===== config.mk =====
export PLATFORM = sky130hd
export DESIGN_NAME = mem_arbiter_flat
export DESIGN_NICKNAME = d
export VERILOG_FILES = /design/src/rtl/mem_arbiter_if.sv /design/src/rtl/mem_arbiter.sv /design/src/flat_wrapper.sv
export SDC_FILE = /design/constraint.sdc
export NUM_CORES = 1
export LEC_CHECK = 0
export ABC_AREA = 1
export CAP_MARGIN = 25
export CORE_MARGIN = 2
export CORE_UTILIZATION = 55
export DETAILED_ROUTE_END_ITERATION = 8
export DONT_BUFFER_PORTS = 1
export MAX_ROUTING_LAYER = met4
export PLACE_DENSITY = 0.7
export SETUP_SLACK_MARGIN = 0.2
export SLEW_MARGIN = 0
export SYNTH_ARGS = -nofsm -noshare
export SYNTH_HDL_FRONTEND = slang
export SYNTH_SLANG_ARGS = --single-unit

===== constraint.sdc =====
create_clock -name clk -period 2.3 [get_ports clk]
set_clock_uncertainty 0.2 [all_clocks]
set_input_delay 0.23 -clock clk [delete_from_list [all_inputs] [get_ports clk]]
set_output_delay 0.23 -clock clk [all_outputs]
set_load 0.01 [all_outputs]

===== src/rtl/mem_arbiter_if.sv =====
// mem_arbiter_if: requester, clear and memory-pin bundle for mem_arbiter
interface mem_arbiter_if #(
    parameter int AW = 12,
    parameter int DW = 8
);
    logic          req0, req1, we0, we1, clr_req;
    logic [AW-1:0] addr0, addr1;
    logic [DW-1:0] wdata0, wdata1;
    logic [1:0]    ack, done;
    logic [DW-1:0] rdata;
    logic          busy;
    logic          mem_cen, mem_rd, mem_wr, mem_rst;
    logic [AW-1:0] mem_add;
    logic [DW-1:0] mem_din, mem_dout;
    modport master (
        output req0, req1, we0, we1, clr_req, addr0, addr1, wdata0, wdata1, mem_dout,
        input  ack, done, rdata, busy, mem_cen, mem_rd, mem_wr, mem_rst, mem_add, mem_din
    );
    modport slave (
        input  req0, req1, we0, we1, clr_req, addr0, addr1, wdata0, wdata1, mem_dout,
        output ack, done, rdata, busy, mem_cen, mem_rd, mem_wr, mem_rst, mem_add, mem_din
    );
endinterface


===== src/rtl/mem_arbiter.sv =====
// mem_arbiter: two-port round-robin sequencer for a banked memory with read latency and clear
module mem_arbiter #(
    parameter int AW = 12,
    parameter int DW = 8,
    parameter int RD_LAT = 2
) (
    input logic clk,
    input logic rst,
    mem_arbiter_if.slave bus
);
    localparam int CW = $clog2(RD_LAT + 1);
    typedef enum logic [2:0] {IDLE, ISSUE, WAIT, RESP, CLEAR} state_t;
    state_t state, state_nx;
    logic rr_last, port, we, clr_pending, clr_go, any_req, gnt;
    logic [AW-1:0] addr;
    logic [DW-1:0] wdata;
    logic [CW-1:0] cnt;
    // a clear pulse arriving in the same cycle as a request still wins
    assign clr_go = clr_pending | bus.clr_req;
    assign any_req = bus.req0 | bus.req1;
    assign gnt = (bus.req0 & bus.req1) ? ~rr_last : bus.req1;
    assign bus.busy = state != IDLE;
    always_ff @(posedge clk) state <= rst ? IDLE : state_nx;
    always_comb begin
        state_nx = state;
        case (state)
            IDLE:    state_nx = clr_go ? CLEAR : any_req ? ISSUE : IDLE;
            ISSUE:   state_nx = we ? RESP : WAIT;
            WAIT:    state_nx = (cnt == CW'(1)) ? RESP : WAIT;
            default: state_nx = IDLE;
        endcase
    end
    always_ff @(posedge clk) begin
        if (rst) begin
            bus.ack <= '0;
            bus.done <= '0;
            bus.rdata <= '0;
            bus.mem_cen <= 1'b1;
            bus.mem_rd <= 1'b0;
            bus.mem_wr <= 1'b0;
            bus.mem_rst <= 1'b0;
            bus.mem_add <= '0;
            bus.mem_din <= '0;
            rr_last <= 1'b1;
            clr_pending <= 1'b0;
            port <= 1'b0;
            we <= 1'b0;
            addr <= '0;
            wdata <= '0;
            cnt <= '0;
        end else begin
            bus.ack <= '0;
            bus.done <= '0;
            bus.mem_rd <= 1'b0;
            bus.mem_wr <= 1'b0;
            bus.mem_rst <= 1'b0;
            clr_pending <= (state == CLEAR) ? bus.clr_req : clr_go;
            case (state)
                IDLE: if (!clr_go && any_req) begin
                    bus.ack <= gnt ? 2'b10 : 2'b01;
                    port <= gnt;
                    rr_last <= gnt;
                    we <= gnt ? bus.we1 : bus.we0;
                    addr <= gnt ? bus.addr1 : bus.addr0;
                    wdata <= gnt ? bus.wdata1 : bus.wdata0;
                end
                ISSUE: begin
                    bus.mem_cen <= 1'b0;
                    bus.mem_add <= addr;
                    bus.mem_din <= wdata;
                    bus.mem_wr <= we;
                    bus.mem_rd <= ~we;
                    cnt <= CW'(RD_LAT);
                end
                WAIT: begin
                    cnt <= cnt - CW'(1);
                    if (cnt == CW'(1)) bus.rdata <= bus.mem_dout;
                end
                RESP: begin
                    bus.done <= port ? 2'b10 : 2'b01;
                    bus.mem_cen <= 1'b1;
                end
                CLEAR: begin
                    bus.mem_rst <= 1'b1;
                    bus.mem_cen <= 1'b1;
                end
                default: ;
            endcase
        end
    end
endmodule

===== src/flat_wrapper.sv =====
// flat-port wrapper written by rule: the top's interface ports become plain ports
module mem_arbiter_flat 
#(
    parameter int AW = 12,
    parameter int DW = 8,
    parameter int RD_LAT = 2
)
  (clk, rst, bus_req0, bus_req1, bus_we0, bus_we1, bus_clr_req, bus_addr0, bus_addr1, bus_wdata0, bus_wdata1, bus_mem_dout, bus_ack, bus_done, bus_rdata, bus_busy, bus_mem_cen, bus_mem_rd, bus_mem_wr, bus_mem_rst, bus_mem_add, bus_mem_din);
  mem_arbiter_if #(.AW(AW), .DW(DW)) bus_i ();
  input logic clk;
  input logic rst;
  input wire logic [$bits(bus_i.req0)-1:0] bus_req0;
  input wire logic [$bits(bus_i.req1)-1:0] bus_req1;
  input wire logic [$bits(bus_i.we0)-1:0] bus_we0;
  input wire logic [$bits(bus_i.we1)-1:0] bus_we1;
  input wire logic [$bits(bus_i.clr_req)-1:0] bus_clr_req;
  input wire logic [$bits(bus_i.addr0)-1:0] bus_addr0;
  input wire logic [$bits(bus_i.addr1)-1:0] bus_addr1;
  input wire logic [$bits(bus_i.wdata0)-1:0] bus_wdata0;
  input wire logic [$bits(bus_i.wdata1)-1:0] bus_wdata1;
  input wire logic [$bits(bus_i.mem_dout)-1:0] bus_mem_dout;
  output wire logic [$bits(bus_i.ack)-1:0] bus_ack;
  output wire logic [$bits(bus_i.done)-1:0] bus_done;
  output wire logic [$bits(bus_i.rdata)-1:0] bus_rdata;
  output wire logic [$bits(bus_i.busy)-1:0] bus_busy;
  output wire logic [$bits(bus_i.mem_cen)-1:0] bus_mem_cen;
  output wire logic [$bits(bus_i.mem_rd)-1:0] bus_mem_rd;
  output wire logic [$bits(bus_i.mem_wr)-1:0] bus_mem_wr;
  output wire logic [$bits(bus_i.mem_rst)-1:0] bus_mem_rst;
  output wire logic [$bits(bus_i.mem_add)-1:0] bus_mem_add;
  output wire logic [$bits(bus_i.mem_din)-1:0] bus_mem_din;
  assign bus_i.req0 = bus_req0;
  assign bus_i.req1 = bus_req1;
  assign bus_i.we0 = bus_we0;
  assign bus_i.we1 = bus_we1;
  assign bus_i.clr_req = bus_clr_req;
  assign bus_i.addr0 = bus_addr0;
  assign bus_i.addr1 = bus_addr1;
  assign bus_i.wdata0 = bus_wdata0;
  assign bus_i.wdata1 = bus_wdata1;
  assign bus_i.mem_dout = bus_mem_dout;
  assign bus_ack = bus_i.ack;
  assign bus_done = bus_i.done;
  assign bus_rdata = bus_i.rdata;
  assign bus_busy = bus_i.busy;
  assign bus_mem_cen = bus_i.mem_cen;
  assign bus_mem_rd = bus_i.mem_rd;
  assign bus_mem_wr = bus_i.mem_wr;
  assign bus_mem_rst = bus_i.mem_rst;
  assign bus_mem_add = bus_i.mem_add;
  assign bus_mem_din = bus_i.mem_din;
  mem_arbiter #(.AW(AW), .DW(DW), .RD_LAT(RD_LAT)) u_core (.clk(clk), .rst(rst), .bus(bus_i));
endmodule

==> run_results.csv, run 1 <==
group,metric,value,unit
timing,drv_slew,0,
grt,antenna_found_initial,0,
timing,setup_tns,0,ns
finish,nets,502,
route,vias,2545,
finish,final_cells,517,
power_and_ir_drop,switching_power,0.654,mW
floorplan,io_pins,92,
timing,rsz0062_at_grt,"false",
logic_synthesis,synth.distinct_cells,19,
route,drcViolationCount,0,
grt,grt_start_max_net_pins,48,
logic_synthesis,synth_area_leaders,"dfxtp_1 48%, nand2_1 19%, nor2_1 10%",
clocking,cts_root_buf,"clkbuf_8",
grt,track_usage,27.2,%
power_and_ir_drop,seqPwrFrac,48.2,%
logic_synthesis,ys_warn_count,0,
setup_path,r2r-start,"u_core.rr_last$_SDFFE_PP1P_",
power_and_ir_drop,power.total,2.55,mW
setup_path,crit_slowest_cell,"dlygate4sd3_1",
clocking,cts_sinks,65,
logic_synthesis,synth-seq-cells,65,
place,place_area,2700,µm²
floorplan,start_util,57.1,%
logic_synthesis,synth_area_per_cell,6.71,µm²
route,dr.first_iter.drc_count,178,
power_and_ir_drop,pwr_density_cell,748,nW/µm²
place,placedCellCount,452,
clocking,clockBufferDepth,2,
timing,worst_slack,0.387,ns
timing,max_slew_margin,31.7,%
clocking,clk_latency,0.34,ns
place,gp_congestion,0.779,
grt,grt_pass1_vias,2349,
power_and_ir_drop,ir_drop,0.420,mV
clocking,cts_made_buffers,9,
power_and_ir_drop,clkPwrFrac,37.8,%
logic_synthesis,yosysTopAreaCell,"dfxtp_1",
timing,hold_ws,0.00522,ns
clocking,htree_levels,3,
power_and_ir_drop,swShare,25.7,%
setup_path,cp-start-kind,"flop",
logic_synthesis,ys_async_sr_fraction,0,%
run,drv_cap,0,
setup_path,cp_max_fo,21,
finish,drive_gt1_share,4.89,%
min_path,hp-start,"bus_addr1[6]",
setup_path,cp_num_buf_inv,2,
power_and_ir_drop,pwr-share-comb,14.0,%
floorplan,fp.dieH,74.0,µm
finish,final_cell_mix,"138 x nand2_1, 74 x nor2_1, 65 x dfxtp_1, 50 x dlygate4sd3_1, 33 x inv_1",
logic_synthesis,synth_top_area_share,48.3,%
power_and_ir_drop,p_int,1.89,mW
min_path,hp-class,"input pin to flop",
finish,synthToLayoutAreaGrowth,26.3,%
timing,setup_viol,0,
setup_path,cp.arrival,1.95,ns
setup_path,cp.required,2.34,ns
clocking,clkTransAtPathRegs,0.07,ns
place,hpwl,3990,µm
place,port_buffers,0,
timing,min_period_over_period,83.2,%
setup_path,criticalPathCategory,"flop to flop",
logic_synthesis,syn-cell-area,2700,µm²
finish,diodes,0,
route,first_pass_iters,6,
logic_synthesis,synthFlopType,"dfxtp_1",
timing,period_needed,1.91,ns
timing,final_hold_viol_count,0,
finish,finalInstanceArea,3400,µm²
logic_synthesis,seq_area_frac_synth,48.3,%
route,drt_wl_total,6840,µm
route,vias_per_cell,4.92,
finish,layout_commonest_cell,"nand2_1",
timing,fmax,0.523,GHz
setup_path,cp_slowest_stage_delay,0.56,ns
logic_synthesis,synth_cells,402,
setup_path,cp-end-kind,"flop",
grt,grt-ovfl-total,0,
setup_path,crit_start,"u_core.rr_last$_SDFFE_PP1P_",
logic_synthesis,synth_nets,458,
finish,postLayoutCoreUtil,72.1,%
route,antenna_left,0,
clocking,tritoncts,"yes",
power_and_ir_drop,leakage,1.59,nW
logic_synthesis,synth_edf_count,0,
timing,tightestPinTransition,1.02,ns
floorplan,coreArea,4720,µm²
clocking,cts_setup_buffers,0,
setup_path,cpLargestDelayFamily,"buffers and inverters",
place,place_ws,0.745,ns
floorplan,die-area,5480,µm²
floorplan,die_x,74.0,µm
floorplan,placementRows,25,
grt,grt_pass1_wl,10800,µm
route,wl_per_cell,13.2,µm
outcome,status,"complete, no violations",
setup_path,path_cells,"nand2_1 -> buf_4 -> nand3_1 -> nand2_1 -> dlygate4sd3_1 -> nor2_1 -> nor2_1",
## state kept, by name (all words and copies together) (netlist names), 2 cells and up
| register | cells |
|---|---|
| u_core.addr | 12 |
| u_core.bus.mem_add | 12 |
| u_core.bus.mem_din | 8 |
| u_core.bus.rdata | 8 |
| u_core.wdata | 8 |
| u_core.state | 3 |
| u_core.bus.ack | 2 |
| u_core.bus.done | 2 |
| u_core.cnt | 2 |
## worst register-to-register path, delay by kind of cell, from the launching register on
kind	cells	cell delay (ns)
flops	1	0.33
simple gates	5	0.50
buf+inv	2	0.78
## layout make-up
| type | count | area, µm² |
|---|---|---|
| fillers | 372 | 1320 |
| flip-flops and latches | 65 | 1300 |
| multi-input cells | 280 | 1160 |
| repair buffers | 54 | 531 |
| clock buffers | 12 | 155 |
| inverters | 36 | 135 |
| well taps | 67 | 83.8 |
| clock inverters | 3 | 40.0 |
## metal layers
layer,track usage [%],routed length [µm]
met2,38.4,2940
met1,36.3,3310
met3,7.32,444
met5,-,0
met4,12.1,151
## cell usage after synthesis (2+ instances only)
cell      instances
clkbuf_1          8
dfxtp_1          65
o21ai_0          10
a21oi_1          23
inv_2             2
nand3_1          27
nor2_1           74
buf_4             3
buf_2             9
nor3_1            2
nand2_1         139
inv_1            33
## power groups by stage
stage,combinational (mW),sequential [mW],clock (mW)
final,0.355,1.23,0.963
after global routing,0.402,1.23,1.03
after CTS,0.341,1.23,0.974
after detailed placement,0.248,1.25,0
after global placement,0.245,1.25,0
after floorplan,0.229,1.24,0
## cells by family (layout without fill, tap and decap cells)
kind of cell / count (synthesis) / after routing / synth area share [%]
flops: 65 / 65 / 48.3
compound gates: 35 / 35 / 6.59
simple gates: 244 / 244 / 35.6
buf+inv: 57 / 105 / 9.05
fa+ha+maj: 1 / 1 / 0.464
## repair_timing
item / in CTS / in global routing
endpoints found under the setup margin: 0 / 16
gates resized for setup: 0 / 2
hold endpoints to repair: 58 / 0
hold buffers: 50 / 0
## worst paths after layout
| kind | cells past startpoint | slack (ns) | end |
|---|---|---|---|
| setup / recovery | 7 | 0.39 | u_core.addr[2]$_SDFFE_PP0P_ |
| hold / removal | 4 | 0.005 | u_core.addr[6]$_SDFFE_PP0P_ |
| setup reg to reg | 7 | 0.39 | u_core.addr[2]$_SDFFE_PP0P_ |
| hold reg to reg | 2 | 0.25 | u_core.bus.done[1]$_SDFF_PP0_ |
No activity file was read; power rests on OpenSTA's default activity.
==> inputs of run 2 (changes only) <==
PLACE_DENSITY = 0.73   (was 0.7)
clock period = 1.7 ns   (was 2.3 ns; I/O delays follow)
==> run 2 against run 1 <==
Against the previous run: the flow now finishes with violations (hold timing); cell area increased by 7.1%; register-to-register slack got worse by 0.18 ns; via count grew 6.5%; count of clock-buffer cells in the layout shrank 2.
==> run_results.csv, run 2 (synthesis results as in run 1) <==
group,metric,value,unit
finish,fill_cells,326,
grt,gr-max-usage-layer,"met2",
outcome,violations,"hold timing",
route,first_pass_iters,6,
timing,drv_slew,0,
route,dr.first_iter.drc_count,223,
finish,diodes,0,
setup_path,crit_start,"u_core.state[0]$_SDFF_PP0_",
grt,track_usage,29.7,%
setup_path,cp-start-kind,"flop",
grt,antenna_found_initial,0,
clocking,clk_latency,0.34,ns
timing,period_needed,1.49,ns
min_path,hp-class,"input pin to flop",
min_path,hold_path_end,"u_core.addr[7]$_SDFFE_PP0P_",
timing,setup_viol,0,
finish,layout_commonest_cell,"nand2_1",
place,hpwl,4270,µm
floorplan,coreArea,4720,µm²
finish,postLayoutCoreUtil,77.2,%
timing,fmax,0.669,GHz
min_path,hp-start,"bus_req1",
setup_path,cp.required,1.73,ns
power_and_ir_drop,ir_drop,0.628,mV
setup_path,cp-end-kind,"flop",
grt,grt_pass1_vias,2462,
clocking,tritoncts,"yes",
finish,nets,513,
timing,rsz0062_at_grt,"true",
power_and_ir_drop,leakage,1.69,nW
timing,max_slew_margin,37.8,%
grt,grt-ovfl-total,0,
floorplan,placementRows,25,
finish,multi_input_area,1200,µm²
floorplan,die-area,5480,µm²
min_path,holdPathStages,4,
timing,setup_tns,0,ns
run,drv_cap,0,
clocking,cts_root_buf,"clkbuf_8",
floorplan,fp.dieH,74.0,µm
setup_path,r2r_slack,0.21,ns
route,antenna_left,0,
timing,final_hold_viol_count,20,
floorplan,start_util,57.1,%
clocking,htree_levels,3,
floorplan,die_x,74.0,µm
route,wl_per_cell,15.0,µm
finish,final_cell_mix,"137 x nand2_1, 65 x nor2_1, 63 x dfxtp_1, 52 x dlygate4sd3_1, 32 x inv_1",
timing,min_period_over_period,87.9,%
grt,use_met3,7.59,%
grt,grt_start_max_net_pins,48,
setup_path,cp.arrival,1.53,ns
clocking,clkTransAtPathRegs,0.07,ns
clocking,cts_made_buffers,9,
setup_path,rr_worst_depth,7,
finish,drive_gt1_share,9.31,%
power_and_ir_drop,pwr_density_cell,998,nW/µm²
timing,tightestPinTransition,0.933,ns
setup_path,r2r-end,"u_core.wdata[0]$_SDFFE_PP0P_",
route,vias_per_cell,5.12,
clocking,clockBufferDepth,2,
finish,seqCellArea,1300,µm²
outcome,status,"finished, violations left",
route,vias,2711,
setup_path,criticalPathCategory,"flop to flop",
clocking,cts_setup_buffers,0,
route,drcViolationCount,0,
route,drt_wl_total,7930,µm
timing,hold_ws,-0.0839,ns
grt,use_met1,38.5,%
setup_path,cp_max_fo,12,
floorplan,io_pins,92,
place,port_buffers,0,
place,gp_congestion,0.857,
finish,top_regs,"u_core.addr (12), u_core.bus.mem_add (12)",
grt,grt_pass1_wl,11700,µm
clocking,cts_sinks,65,
setup_path,r2r-start,"u_core.state[0]$_SDFF_PP0_",
finish,synthToLayoutAreaGrowth,35.2,%
grt,met2_usage,44.2,%
run 2: repair_timing:
| item | 4_1_cts | 5_1_grt |
|---|---|---|
| gates cloned | 0 | 4 |
| hold endpoints to repair | 58 | 19 |
| setup endpoints to repair | 8 | 46 |
| pin swaps | 0 | 2 |
| gates resized for setup | 1 | 20 |
| hold buffers | 54 | 1 |
run 2: worst max-delay path by stage:
stage | endpoint | cells past startpoint
floorplan | u_core.addr[11]$_SDFFE_PP0P_ | 8
global placement | u_core.bus.rdata[0]$_SDFFE_PP0P_ | 6
detailed placement | u_core.bus.rdata[7]$_SDFFE_PP0P_ | 6
CTS | u_core.bus.rdata[7]$_SDFFE_PP0P_ | 6
global route | u_core.rr_last$_SDFFE_PP1P_ | 7
finish | u_core.wdata[0]$_SDFFE_PP0P_ | 7
run 2: per-layer routing:
metal | vias to the layer above | routed length (µm)
met5 | - | 0
met4 | 0 | 177
met3 | 22 | 698
met1 | 1191 | 3400
li1 | 1344 | -
met2 | 154 | 3660
run 2: area by class of cell:
class                      count  area share [%]
clock inverter                 6            2.27
sequential                    65            35.8
timing repair buffer          65            19.6
multi-input combinational    280            32.8
tap                           67            2.30
clock buffer                  10            3.50
inverter                      36            3.78
run 2: per-stage QoR:
step,hold slack [ns],setup WS [ns],area [µm²],power [mW],cells
2_1_floorplan,0.118,0.371,2700,1.99,402
3_3_place_gp,0.0447,0.292,2750,2.04,455
3_5_place_dp,0.0475,0.152,2750,2.05,455
4_1_cts,-0.0971,0.203,3500,3.54,525
5_1_grt,-0.0520,0.162,3640,3.78,529
6_report,-0.0839,0.205,3640,3.64,529
run 2: report_power, final:
part           internal (mW)  switching, mW  total (mW)
clock network          0.818          0.586        1.40
registers               1.61         0.0600        1.67
logic                  0.254          0.314       0.568
run 2: worst max-delay path: stages, from the launching register on:
cell       delay (ns)
dfxtp_2          0.35
inv_4            0.09
nand2_1          0.07
nor2_2           0.13
nand2_4          0.13
clkbuf_16        0.20
nor2_1           0.13
nor2_1           0.07
